`config.mk`:
```
export PLATFORM = sky130hd
export DESIGN_NAME = adc_poll_sched
export DESIGN_NICKNAME = d
export VERILOG_FILES = /design/src/rtl/adc_sched_pkg.sv /design/src/rtl/adc_poll_sched_rr_next_chan.sv /design/src/rtl/adc_poll_sched.sv
export SDC_FILE = /design/constraint.sdc
export NUM_CORES = 1
export LEC_CHECK = 0
export ABC_AREA = 1
export ABC_CLOCK_PERIOD_IN_PS = 3100
export CORE_MARGIN = 4
export CORE_UTILIZATION = 53
export DETAILED_ROUTE_END_ITERATION = 7
export HOLD_SLACK_MARGIN = 0.15
export PLACE_DENSITY = 0.83
export SLEW_MARGIN = 30
export SYNTH_ARGS = -nofsm -noshare
export SYNTH_HDL_FRONTEND = slang
export SYNTH_HIERARCHICAL = 1
export SYNTH_SLANG_ARGS = --single-unit
```
`constraint.sdc`:
```
create_clock -name clk -period 3.1 [get_ports clk]
set_input_delay 0.465 -clock clk [delete_from_list [all_inputs] [get_ports clk]]
set_output_delay 0.465 -clock clk [all_outputs]
set_load 0.02 [all_outputs]
```
`src/rtl/adc_sched_pkg.sv`:
```
// Shared constants and state encodings for the ADC read-port scheduler.
package adc_sched_pkg;

  localparam int ADC_CHANNELS = 8;
  localparam int CHAN_W       = 3;

  typedef enum logic [1:0] {
    ST_WAIT   = 2'd0,
    ST_ADDR   = 2'd1,
    ST_SAMPLE = 2'd2,
    ST_EMIT   = 2'd3
  } scan_state_t;

  typedef enum logic [1:0] {
    HP_IDLE = 2'd0,
    HP_RD   = 2'd1,
    HP_ACK  = 2'd2
  } host_phase_t;

endpackage

```
`src/rtl/adc_poll_sched_rr_next_chan.sv`:
```
// Circular search for the next enabled channel after i_cur; i_cur itself is
// checked last, so a single enabled channel is revisited.
module rr_next_chan
  import adc_sched_pkg::*;
(
  input  logic [ADC_CHANNELS-1:0] i_mask,
  input  logic [CHAN_W-1:0]       i_cur,
  output logic                    o_found,
  output logic [CHAN_W-1:0]       o_next
);

  logic [CHAN_W-1:0] w_idx;

  // First enabled channel in order cur+1, cur+2, ..., cur
  always_comb begin
    o_found = 1'b0;
    o_next  = i_cur;
    w_idx   = i_cur;
    for (int i = 1; i <= ADC_CHANNELS; i++) begin
      w_idx   = i_cur + CHAN_W'(i);
      o_next  = (!o_found && i_mask[w_idx]) ? w_idx : o_next;
      o_found = o_found | i_mask[w_idx];
    end
  end

endmodule

```
`src/rtl/adc_poll_sched.sv`:
```
// Shares the ADC sample-bank read port between a round-robin hysteresis
// scanner (change events) and a host req/ack single-channel reader.
module adc_poll_sched
  import adc_sched_pkg::*;
#(
  parameter int ADC_WIDTH = 8,
  parameter int HYST      = 2,
  parameter int SCAN_DIV  = 16
) (
  input  logic                    clk,
  input  logic                    reset_n,
  output logic [CHAN_W-1:0]       adc_addr,
  input  logic [ADC_WIDTH-1:0]    adc_q,
  input  logic [ADC_CHANNELS-1:0] chan_en,
  input  logic                    host_req,
  input  logic [CHAN_W-1:0]       host_chan,
  output logic                    host_ack,
  output logic [ADC_WIDTH-1:0]    host_data,
  output logic                    evt_valid,
  input  logic                    evt_ready,
  output logic [CHAN_W-1:0]       evt_chan,
  output logic [ADC_WIDTH-1:0]    evt_value
);

  localparam int                 DIV_W    = (SCAN_DIV > 1) ? $clog2(SCAN_DIV) : 1;
  localparam logic [DIV_W-1:0]   DIV_LOAD = DIV_W'(SCAN_DIV - 1);
  localparam logic [ADC_WIDTH:0] HYST_V   = (ADC_WIDTH + 1)'(HYST);

  scan_state_t r_sstate, w_sstate_nxt;
  host_phase_t r_hphase, w_hphase_nxt;

  logic [DIV_W-1:0]        r_div;
  logic [CHAN_W-1:0]       r_scan_ch;
  logic [ADC_WIDTH-1:0]    r_last [ADC_CHANNELS];
  logic [ADC_CHANNELS-1:0] r_seen;
  logic [CHAN_W-1:0]       r_adc_addr;
  logic                    r_host_ack;
  logic [ADC_WIDTH-1:0]    r_host_data;
  logic                    r_evt_valid;
  logic [CHAN_W-1:0]       r_evt_chan;
  logic [ADC_WIDTH-1:0]    r_evt_value;

  logic                    w_host_gnt;
  logic                    w_scan_gnt;
  logic                    w_decide;
  logic                    w_found;
  logic [CHAN_W-1:0]       w_next_ch;
  logic [ADC_WIDTH:0]      w_diff;
  logic                    w_emit;
  logic                    w_accept;

  // Magnitude of a-b, one bit wider so 0x00 vs 0xFF does not wrap
  function automatic logic [ADC_WIDTH:0] abs_diff(input logic [ADC_WIDTH-1:0] a,
                                                  input logic [ADC_WIDTH-1:0] b);
    if (a >= b) begin
      abs_diff = {1'b0, a} - {1'b0, b};
    end else begin
      abs_diff = {1'b0, b} - {1'b0, a};
    end
  endfunction

  rr_next_chan u_rr (
    .i_mask  (chan_en),
    .i_cur   (r_scan_ch),
    .o_found (w_found),
    .o_next  (w_next_ch)
  );

  // Host wins a tie; the host only competes while idle
  assign w_host_gnt = (r_hphase == HP_IDLE) && host_req;
  assign w_scan_gnt = (r_sstate == ST_ADDR) && !w_host_gnt;
  assign w_decide   = (r_sstate == ST_WAIT) && (r_div == DIV_W'(0));
  assign w_diff     = abs_diff(adc_q, r_last[r_scan_ch]);
  assign w_emit     = !r_seen[r_scan_ch] || (w_diff >= HYST_V);
  assign w_accept   = (r_sstate == ST_EMIT) && evt_ready;

  // State registers for scanner and host phase
  always_ff @(posedge clk or negedge reset_n) begin
    if (!reset_n) begin
      r_sstate <= ST_WAIT;
      r_hphase <= HP_IDLE;
    end else begin
      r_sstate <= w_sstate_nxt;
      r_hphase <= w_hphase_nxt;
    end
  end

  // Scanner next state
  always_comb begin
    w_sstate_nxt = r_sstate;
    case (r_sstate)
      ST_WAIT: begin
        if (w_decide && w_found) begin
          w_sstate_nxt = ST_ADDR;
        end else begin
          w_sstate_nxt = ST_WAIT;
        end
      end
      ST_ADDR: begin
        if (w_scan_gnt) begin
          w_sstate_nxt = ST_SAMPLE;
        end else begin
          w_sstate_nxt = ST_ADDR;
        end
      end
      ST_SAMPLE: begin
        if (w_emit) begin
          w_sstate_nxt = ST_EMIT;
        end else begin
          w_sstate_nxt = ST_WAIT;
        end
      end
      ST_EMIT: begin
        if (evt_ready) begin
          w_sstate_nxt = ST_WAIT;
        end else begin
          w_sstate_nxt = ST_EMIT;
        end
      end
      default: w_sstate_nxt = ST_WAIT;
    endcase
  end

  // Host phase next state: grant -> RD (sample) -> ACK -> IDLE
  always_comb begin
    w_hphase_nxt = r_hphase;
    case (r_hphase)
      HP_IDLE: begin
        if (w_host_gnt) begin
          w_hphase_nxt = HP_RD;
        end else begin
          w_hphase_nxt = HP_IDLE;
        end
      end
      HP_RD:   w_hphase_nxt = HP_ACK;
      HP_ACK:  w_hphase_nxt = HP_IDLE;
      default: w_hphase_nxt = HP_IDLE;
    endcase
  end

  // Read port address and host return path
  always_ff @(posedge clk or negedge reset_n) begin
    if (!reset_n) begin
      r_adc_addr  <= {CHAN_W{1'b0}};
      r_host_ack  <= 1'b0;
      r_host_data <= {ADC_WIDTH{1'b0}};
    end else begin
      if (w_host_gnt) begin
        r_adc_addr <= host_chan;
      end else if (w_scan_gnt) begin
        r_adc_addr <= r_scan_ch;
      end else begin
        r_adc_addr <= r_adc_addr;
      end
      r_host_ack <= (r_hphase == HP_RD);
      if (r_hphase == HP_RD) begin
        r_host_data <= adc_q;
      end else begin
        r_host_data <= r_host_data;
      end
    end
  end

  // Scanner datapath: divider, channel pointer, event latch, reported history
  always_ff @(posedge clk or negedge reset_n) begin
    if (!reset_n) begin
      r_div       <= DIV_LOAD;
      r_scan_ch   <= CHAN_W'(ADC_CHANNELS - 1);
      r_evt_valid <= 1'b0;
      r_evt_chan  <= {CHAN_W{1'b0}};
      r_evt_value <= {ADC_WIDTH{1'b0}};
      r_seen      <= {ADC_CHANNELS{1'b0}};
      for (int i = 0; i < ADC_CHANNELS; i++) begin
        r_last[i] <= {ADC_WIDTH{1'b0}};
      end
    end else begin
      if ((r_sstate == ST_WAIT) && !w_decide) begin
        r_div <= r_div - DIV_W'(1);
      end else begin
        r_div <= DIV_LOAD;
      end
      if (w_decide && w_found) begin
        r_scan_ch <= w_next_ch;
      end else begin
        r_scan_ch <= r_scan_ch;
      end
      if ((r_sstate == ST_SAMPLE) && w_emit) begin
        r_evt_valid <= 1'b1;
        r_evt_chan  <= r_scan_ch;
        r_evt_value <= adc_q;
      end else if (w_accept) begin
        r_evt_valid          <= 1'b0;
        r_last[r_evt_chan]   <= r_evt_value;
        r_seen[r_evt_chan]   <= 1'b1;
      end else begin
        r_evt_valid <= r_evt_valid;
      end
    end
  end

  assign adc_addr  = r_adc_addr;
  assign host_ack  = r_host_ack;
  assign host_data = r_host_data;
  assign evt_valid = r_evt_valid;
  assign evt_chan  = r_evt_chan;
  assign evt_value = r_evt_value;

endmodule

```
==> metrics.md, run 1 <==
| Metric | Value |
|---|---|
| Ys async rst share | 100% |
| Num rows | 39 |
| Power share of the clock group | approximately 19% |
| Gate power share | 48.4% |
| Syn nets | 890 |
| Number of fill cells | approximately 860 |
| Synthesized area | 0.00618 mm2 |
| DRT met1 WL | 7580 um |
| Final hold violation count | 0 |
| Synth top area cells | dfrtp_1 (40%), nand2_1 (16%), o21ai_0 (10%) |
| Top-area cell type share of the netlist area | 40.1% |
| DRC violations left | 2 |
| Vias in the first global route | 5746 |
| CTS tree | yes |
| Pwr per Cell Area | 813 mW/mm2 |
| Routed met3 length | between 1500 and 2000 um |
| WHS | 0.454 ns |
| Post-route ant nets | 0 |
| RSZ-0062 raised after global routing | true |
| Top_reg_cell synth | dfrtp_1 |
| First-pass GRT wire length | between 20000 and 30000 um |
| Hold Path Class | flip-flop to flip-flop |
| DRT iter0 DRCs | 762 |
| Final Cell Area | 0.00803 mm2 |
| Start point of the critical path | r_scan_ch[1] |
| Internal Power | 3770 uW |
| Post-Syn Area per Cell | 7.31 um2 |
| Clk slew on worst S/H paths | approximately 0.070 ns |
| Initial antenna violation count | 0 |
| Maximum vdd drop | 577 uV |
| Initial Util | 54.1% |
| Arrival @ worst endpoint | 3.55 ns |
| Global route overflow | 0 |
| Vias | 6281 |
| Slew Viols, Final | 0 |
| Post-synth top cells | nand2_1 (259), o21ai_0 (123), dfrtp_1 (99), inv_1 (99) |
| Reg2Reg Depth | 22 |
| CTS sink cnt | ~110 |
| Max Freq | 303 MHz |
| Req. time, crit path | 3.35 ns |
| Number of synthesized flops with an enable pin | 0 |
| Cells after synthesis | 845 |
| GPL Wtd Cong | approximately 0.98 |
| GR Util All Layers | 26.5% |
| Port Buf Inserts | 46 |
| Critical path fanouts, max | 7 |
| CTS Buf Count | 9 |
| Clk root buf | clkbuf_16 |
| Detailed Route WL | 18200 um |
| Slew Limit Headroom | 45.3% |
| # setup viols final | 14 |
| Status | finished, violations left |
| Worst setup path end | evt_value[4] |
| RR Startpoint | r_scan_ch[1] |
| RR Endpoint | evt_value[4] |
| Yosys warning count | 6 |
| Die Y | 116 um |
| Worst slew pin tran | a little over 0.8 ns |
| Failing checks | DRC, setup timing |
| Nets | 988 |
| Post-route setup slack | -0.202 ns |
| DP Area | 0.00720 mm2 |
| Placed wire-length estimate | 12100 um |
| CP Class | flip-flop to flip-flop |
| DR WL/cell | around 17 um |
| Register bit total from synthesis | about 110 |
| Clock skew | 0.00848 ns |
| Met2 wire length | between 8000 and 9000 um |
| Post-synthesis sequential area ratio | 43.1% |
| Minimum clock period | approximately 3.3 ns |
| TritonRoute pass-1 iters | 7 |
| Worst-Skew Late Latency | roughly 0.36 ns |
| Die span in x | roughly 120 um |
| Highest metal used | met4 |
| Yosys top cell by area | dfrtp_1 |
| Worst reg2reg setup slack | -0.20 ns |
| Distinct cells, synth | 36 |
| Max_cap viols | 0 |
| DIE AREA | 0.0134 mm2 |
| Synth-to-Final Area Change | 29.9% |
| Tcrit/Tclk final | 107% |
| Vias per cell | 5.76 |
| Largest net degree at the start of global routing | 86 |
| CORE AREA | 0.0114 mm2 |
| LEAKAGE | a little under 0.004 uW |
| Boundary Pins | 47 |
| H-Tree Depth | 3 |
| Sw Ratio | approximately 42% |
| Worst Setup End Kind | flip-flop |
| ANT cells | 0 |
| Clock Tree Buf Depth | 2 |
| Startpoint types | flip-flop |
| Sequential power share | 33.2% |
| Pwr Total | roughly 6500 uW |
| Share of cells above drive strength 1 | roughly a fifth |
| Sw Pwr | around 2800 uW |
| Most common cell in the netlist | nand2_1 |
==> metrics by stage <==
step | setup WS (ns) | std cells | setup TNS, ns | util [%]
floorplan | 0.00751 | 845 | 0 | -
global placement | -0.185 | 1067 | -2.33 | 63.0
global route | -0.348 | 1091 | -4.36 | 70.3
finish | -0.202 | 1091 | -2.36 | 70.3
detailed placement | -0.227 | 1067 | -2.66 | 63.0
CTS | -0.120 | 1090 | -1.39 | 68.1
==> kinds of logic (layout without fill, tap and decap cells) <==
logic type / count (synthesis) / count (layout) / synth area share (%)
buffers and inverters: 130 / 232 / 8.43
AO/OA/AOI/OAI: 165 / 165 / 14.1
AND/OR/NAND/NOR: 416 / 417 / 28.7
adder cells (fa/ha/maj): 22 / 22 / 4.70
XOR/XNOR: 6 / 6 / 0.972
flip-flops: 106 / 106 / 43.1
==> flip-flops by register name (all words and copies together), names as in the netlist <==
signal     flops
adc_addr       3
evt_chan       3
evt_valid      1
evt_value      8
host_ack       1
host_data      8
r_div          4
r_hphase       1
r_last        64
r_scan_ch      3
r_seen         8
r_sstate       2
==> layout make-up <==
class	instances	area, um2	area share [%]
Clock inverter	6	72.6	0.904
Inverter	102	387	4.82
Tap cell	143	179	2.23
Timing Repair Buffer	114	1110	13.8
Clock buffer	10	239	2.98
Multi-Input combinational cell	610	3380	42.1
Sequential cell	106	2660	33.2
==> power groups by stage <==
stage | logic (uW) | registers [uW] | clock network (uW)
final | 3160 | 2170 | 1210
after global routing | 3460 | 2210 | 1270
after CTS | 2810 | 2150 | 1220
after detailed placement | 2630 | 2160 | 0
after global placement | 2570 | 2150 | 0
after floorplan | 1570 | 2210 | 0
==> worst min-delay path by stage <==
stage,from,endpoint,cells after the start
after floorplan,reset_n,adc_addr[0],0
final,r_seen[3],r_seen[3],2
after detailed placement,reset_n,r_last[48],1
after global placement,reset_n,r_last[48],1
after global routing,r_div[0],r_div[0],1
after CTS,r_seen[3],r_seen[3],2
==> routing by layer <==
metal	GRT usage [%]	up-vias
met5	0	-
met3	5.38	55
li1	-	2928
met2	42.7	334
met1	36.0	2964
met4	9.05	0
==> critical path: stages (launching register included) <==
cell and delay (ns):
dfstp_2 0.60, clkinvlp_4 0.25, buf_6 0.19, o21ai_0 0.06
o22ai_1 0.10, nand2_1 0.12, o21ai_4 0.12, ha_4 0.36
nand2_4 0.08, buf_4 0.16, inv_1 0.09, nand2_1 0.12
nand3_2 0.10, nand2_1 0.05, nand2_1 0.08, nand3_2 0.08
nand2_2 0.08, nand2_2 0.06, nor2_4 0.10, nand2_4 0.10
buf_6 0.16, nand3_2 0.06, nand2_2 0.05
==> cell usage in the layout, fill, tap and decap left out, types with 5 or more instances in the layout <==
cell,instances
clkbuf_16,10
inv_2,5
nand2_2,20
o211ai_1,5
nand2_4,7
ha_1,12
o21ai_2,9
nor2_1,53
nor2_4,9
a21oi_1,11
nand2_1,239
dfrtp_1,99
nand3_1,48
o22ai_1,16
buf_12,6
buf_4,50
dfstp_2,7
nand4_1,13
clkdlybuf4s50_1,45
buf_6,10
o21ai_0,111
nand3_2,14
inv_1,96
ha_4,7
==> timing repair <==
action,CTS,global route
hold buffers,1,0
hold endpoints to repair,21,0
pin swaps,22,28
gates cloned,2,0
setup buffers,6,1
resized for setup,47,64
setup endpoints to repair,16,17
Power figures use the tool's default switching activity.
==> run 2, diff against run 1 <==
--- a/config.mk
+++ b/config.mk
@@ -9,7 +9,9 @@
 export ABC_CLOCK_PERIOD_IN_PS = 3100
 export CORE_MARGIN = 4
 export CORE_UTILIZATION = 53
+export CTS_CLUSTER_DIAMETER = 60
 export DETAILED_ROUTE_END_ITERATION = 7
+export GPL_TIMING_DRIVEN = 0
 export HOLD_SLACK_MARGIN = 0.15
 export PLACE_DENSITY = 0.83
 export SLEW_MARGIN = 30
==> metrics.md, run 2 (synthesized netlist as in run 1, its figures left out) <==
| Metric | Value |
|---|---|
| First-pass GRT wire length | 27900 um (-0.57%) |
| Synth-to-Final Area Change | 27.9% |
| Port Buf Inserts | 46 (unchanged) |
| Hold Path Depth | 2 (unchanged) |
| Hold endpoint | r_seen[2] |
| Failing checks | setup timing |
| GPL Wtd Cong | 0.926 (-5.5%) |
| CTS sink cnt | 106 (unchanged) |
| CTS tree | yes |
| Num rows | 39 (unchanged) |
| Post-route ant nets | 0 (unchanged) |
| Req. time, crit path | 3.34 ns (about the same) |
| Clk root buf | clkbuf_16 |
| Clock Tree Buf Depth | 2 (unchanged) |
| Placed wire-length estimate | 12100 um (+0.49%) |
| Startpoint types | flip-flop |
| CTS Buf Count | 9 (unchanged) |
| DIE AREA | 0.0134 mm2 (unchanged) |
| Arrival @ worst endpoint | 3.78 ns (+0.23 ns) |
| Hold Path Class | flip-flop to flip-flop |
| Final Cell Area | 0.00790 mm2 (-1.6%) |
| Largest net degree at the start of global routing | 68 (-21%) |
| Share of cells above drive strength 1 | 17.3% (-2.0 points) |
| Number of fill cells | 843 (-1.4%) |
| Vias | 6258 (-0.37%) |
| CP Class | flip-flop to flip-flop |
| # setup viols final | 14 (unchanged) |
| RR Endpoint | evt_value[5] |
| Critical path fanouts, max | 7 (unchanged) |
| Worst reg2reg setup slack | -0.44 ns (-0.24 ns) |
| Initial antenna violation count | 0 (unchanged) |
| DP Area | 0.00685 mm2 (-4.9%) |
| Min-delay src | r_seen[2] |
| Biggest register | r_last |
| Slew Limit Headroom | 49.3% (+4.0 points) |
| Worst Setup End Kind | flip-flop |
| Worst-Skew Late Latency | 0.36 ns (about the same) |
| Largest register FFs | 64 (unchanged) |
| Vias per cell | 5.79 (+0.56%) |
| Most common cell after layout, fill and taps aside | nand2_1 |
| Pwr per Cell Area | 824 mW/mm2 (+1.4%) |
| Boundary Pins | 47 (unchanged) |
| RR Startpoint | r_scan_ch[0] |
| Maximum vdd drop | 667 uV (+16%) |
| Final hold violation count | 0 (unchanged) |
| Multi-input gate area | 0.00334 mm2 (-1.2%) |
| ANT cells | 0 (unchanged) |
| Die Y | 116 um (unchanged) |
| Vias in the first global route | 5779 (+0.57%) |
| TritonRoute pass-1 iters | 8 (+1) |
| Global route overflow | 0 (unchanged) |
| Post-route setup slack | -0.442 ns (-0.240 ns) |
| Minimum clock period | 3.54 ns (+0.240 ns) |
| DRT iter0 DRCs | 834 (+9.4%) |
| Most frequent cells in the layout | nand2_1 (239), o21ai_0 (103), dfrtp_1 (99), inv_1 (91), nor2_1 (55) |
| Core Util, Final | 69.2% (-1.1 points) |
| Max Freq | 282 MHz (-6.8%) |
| LEAKAGE | 0.00386 uW (-1.9%) |
| Detailed Route WL | 18200 um (-0.29%) |
| CORE AREA | 0.0114 mm2 (unchanged) |
| Nets | 978 (-1.0%) |
| Tcrit/Tclk final | 114% (+7.7 points) |
| Die span in x | 116 um (unchanged) |
| DR WL/cell | 16.8 um (+0.64%) |
| Clock skew | 0.00852 ns (+0.0000400 ns) |
| Reg2Reg Depth | 22 (unchanged) |
| Register area | 0.00266 mm2 (unchanged) |
| DRC violations left | 0 (-2) |
| Worst slew pin tran | 0.753 ns (-0.0666 ns) |
| GR Util All Layers | 26.4% (-0.16 points) |
| Slew Viols, Final | 0 (unchanged) |
| RSZ-0062 raised after global routing | true |
| H-Tree Depth | 3 (unchanged) |
| Max_cap viols | 0 (unchanged) |
| Clk slew on worst S/H paths | 0.08 ns (about the same) |
| Initial Util | 54.1% (unchanged) |
| Status | finished, violations left |
run 2: cell types whose count changed in the layout (fill, tap and decap cells not counted), sizes merged:
cell and delta:
buf -25, clkbuf +15, bufinv +1, clkinvlp +1, inv -1, nand2 -1
run 2: cell type report:
cell class,instances,area share [%]
plain buffers,27,2.72
clock buffers,9,2.85
clock inverters,7,1.36
inverters,102,5.05
multi-input cells,609,42.2
flip-flops and latches,106,33.7
well taps,143,2.27
repair buffers,78,9.81
run 2: critical path: stages (launching register included):
cell and delay [ns]:
dfstp_2 0.63, clkinvlp_4 0.29, buf_8 0.23, buf_4 0.16
nor2_1 0.10, o22ai_1 0.11, nand2_1 0.13, o21ai_4 0.10
ha_4 0.28, buf_4 0.14, nand2_1 0.11, nand2_2 0.07
nor2_4 0.16, nand2_4 0.10, nand2_1 0.09, nand2_1 0.10
nand2_2 0.09, nor2_4 0.05, nand2_4 0.12, nand2_8 0.08
buf_16 0.16, nand2_1 0.06, nand2_1 0.06
run 2: what timing repair did:
action / CTS / global route
endpoints found under the setup margin: 17 / 17
endpoints found under the hold margin: 39 / 0
buffers inserted: 15 / 11
pin swaps: 24 / 20
hold buffers: 1 / 0
gates resized for setup: 105 / 44
cloned: 4 / 0
run 2: worst max-delay path by stage:
stage,cells past startpoint,end,slack (ns),startpoint
2_1_floorplan,23,r_sstate[0],0.008,r_scan_ch[0]
3_3_place_gp,1,host_data[2],-2.31,reset_n
3_5_place_dp,23,evt_value[1],-0.86,r_scan_ch[0]
4_1_cts,22,r_sstate[0],-0.20,r_scan_ch[0]
5_1_grt,22,evt_value[5],-0.63,r_scan_ch[0]
6_report,22,evt_value[5],-0.44,r_scan_ch[0]
run 2: metrics by stage:
stage                     worst slack [ns]  total power (uW)  setup TNS (ns)  std cells  hold slack (ns)
after detailed placement            -0.859              4620          -11.78       1035            0.398
after global routing                -0.629              6930           -8.38       1081            0.476
after floorplan                    0.00751              3780               0        845            0.169
after global placement               -2.31              4540         -246.32       1034            0.432
final                               -0.442              6510           -5.71       1081            0.456
after CTS                           -0.197              6250           -2.23       1071            0.458
run 2: report_power, final:
part           internal, uW  switching [uW]
clock                   724             550
sequential             1840             298
combinational          1230            1870
run 2: layer usage:
metal	share of wire (%)	wire [um]	global-route usage [%]
met1	41	7400	35.5
met2	46	8400	41.6
met3	10	1810	7.05
met4	3.0	538	8.82
met5	0	0	0
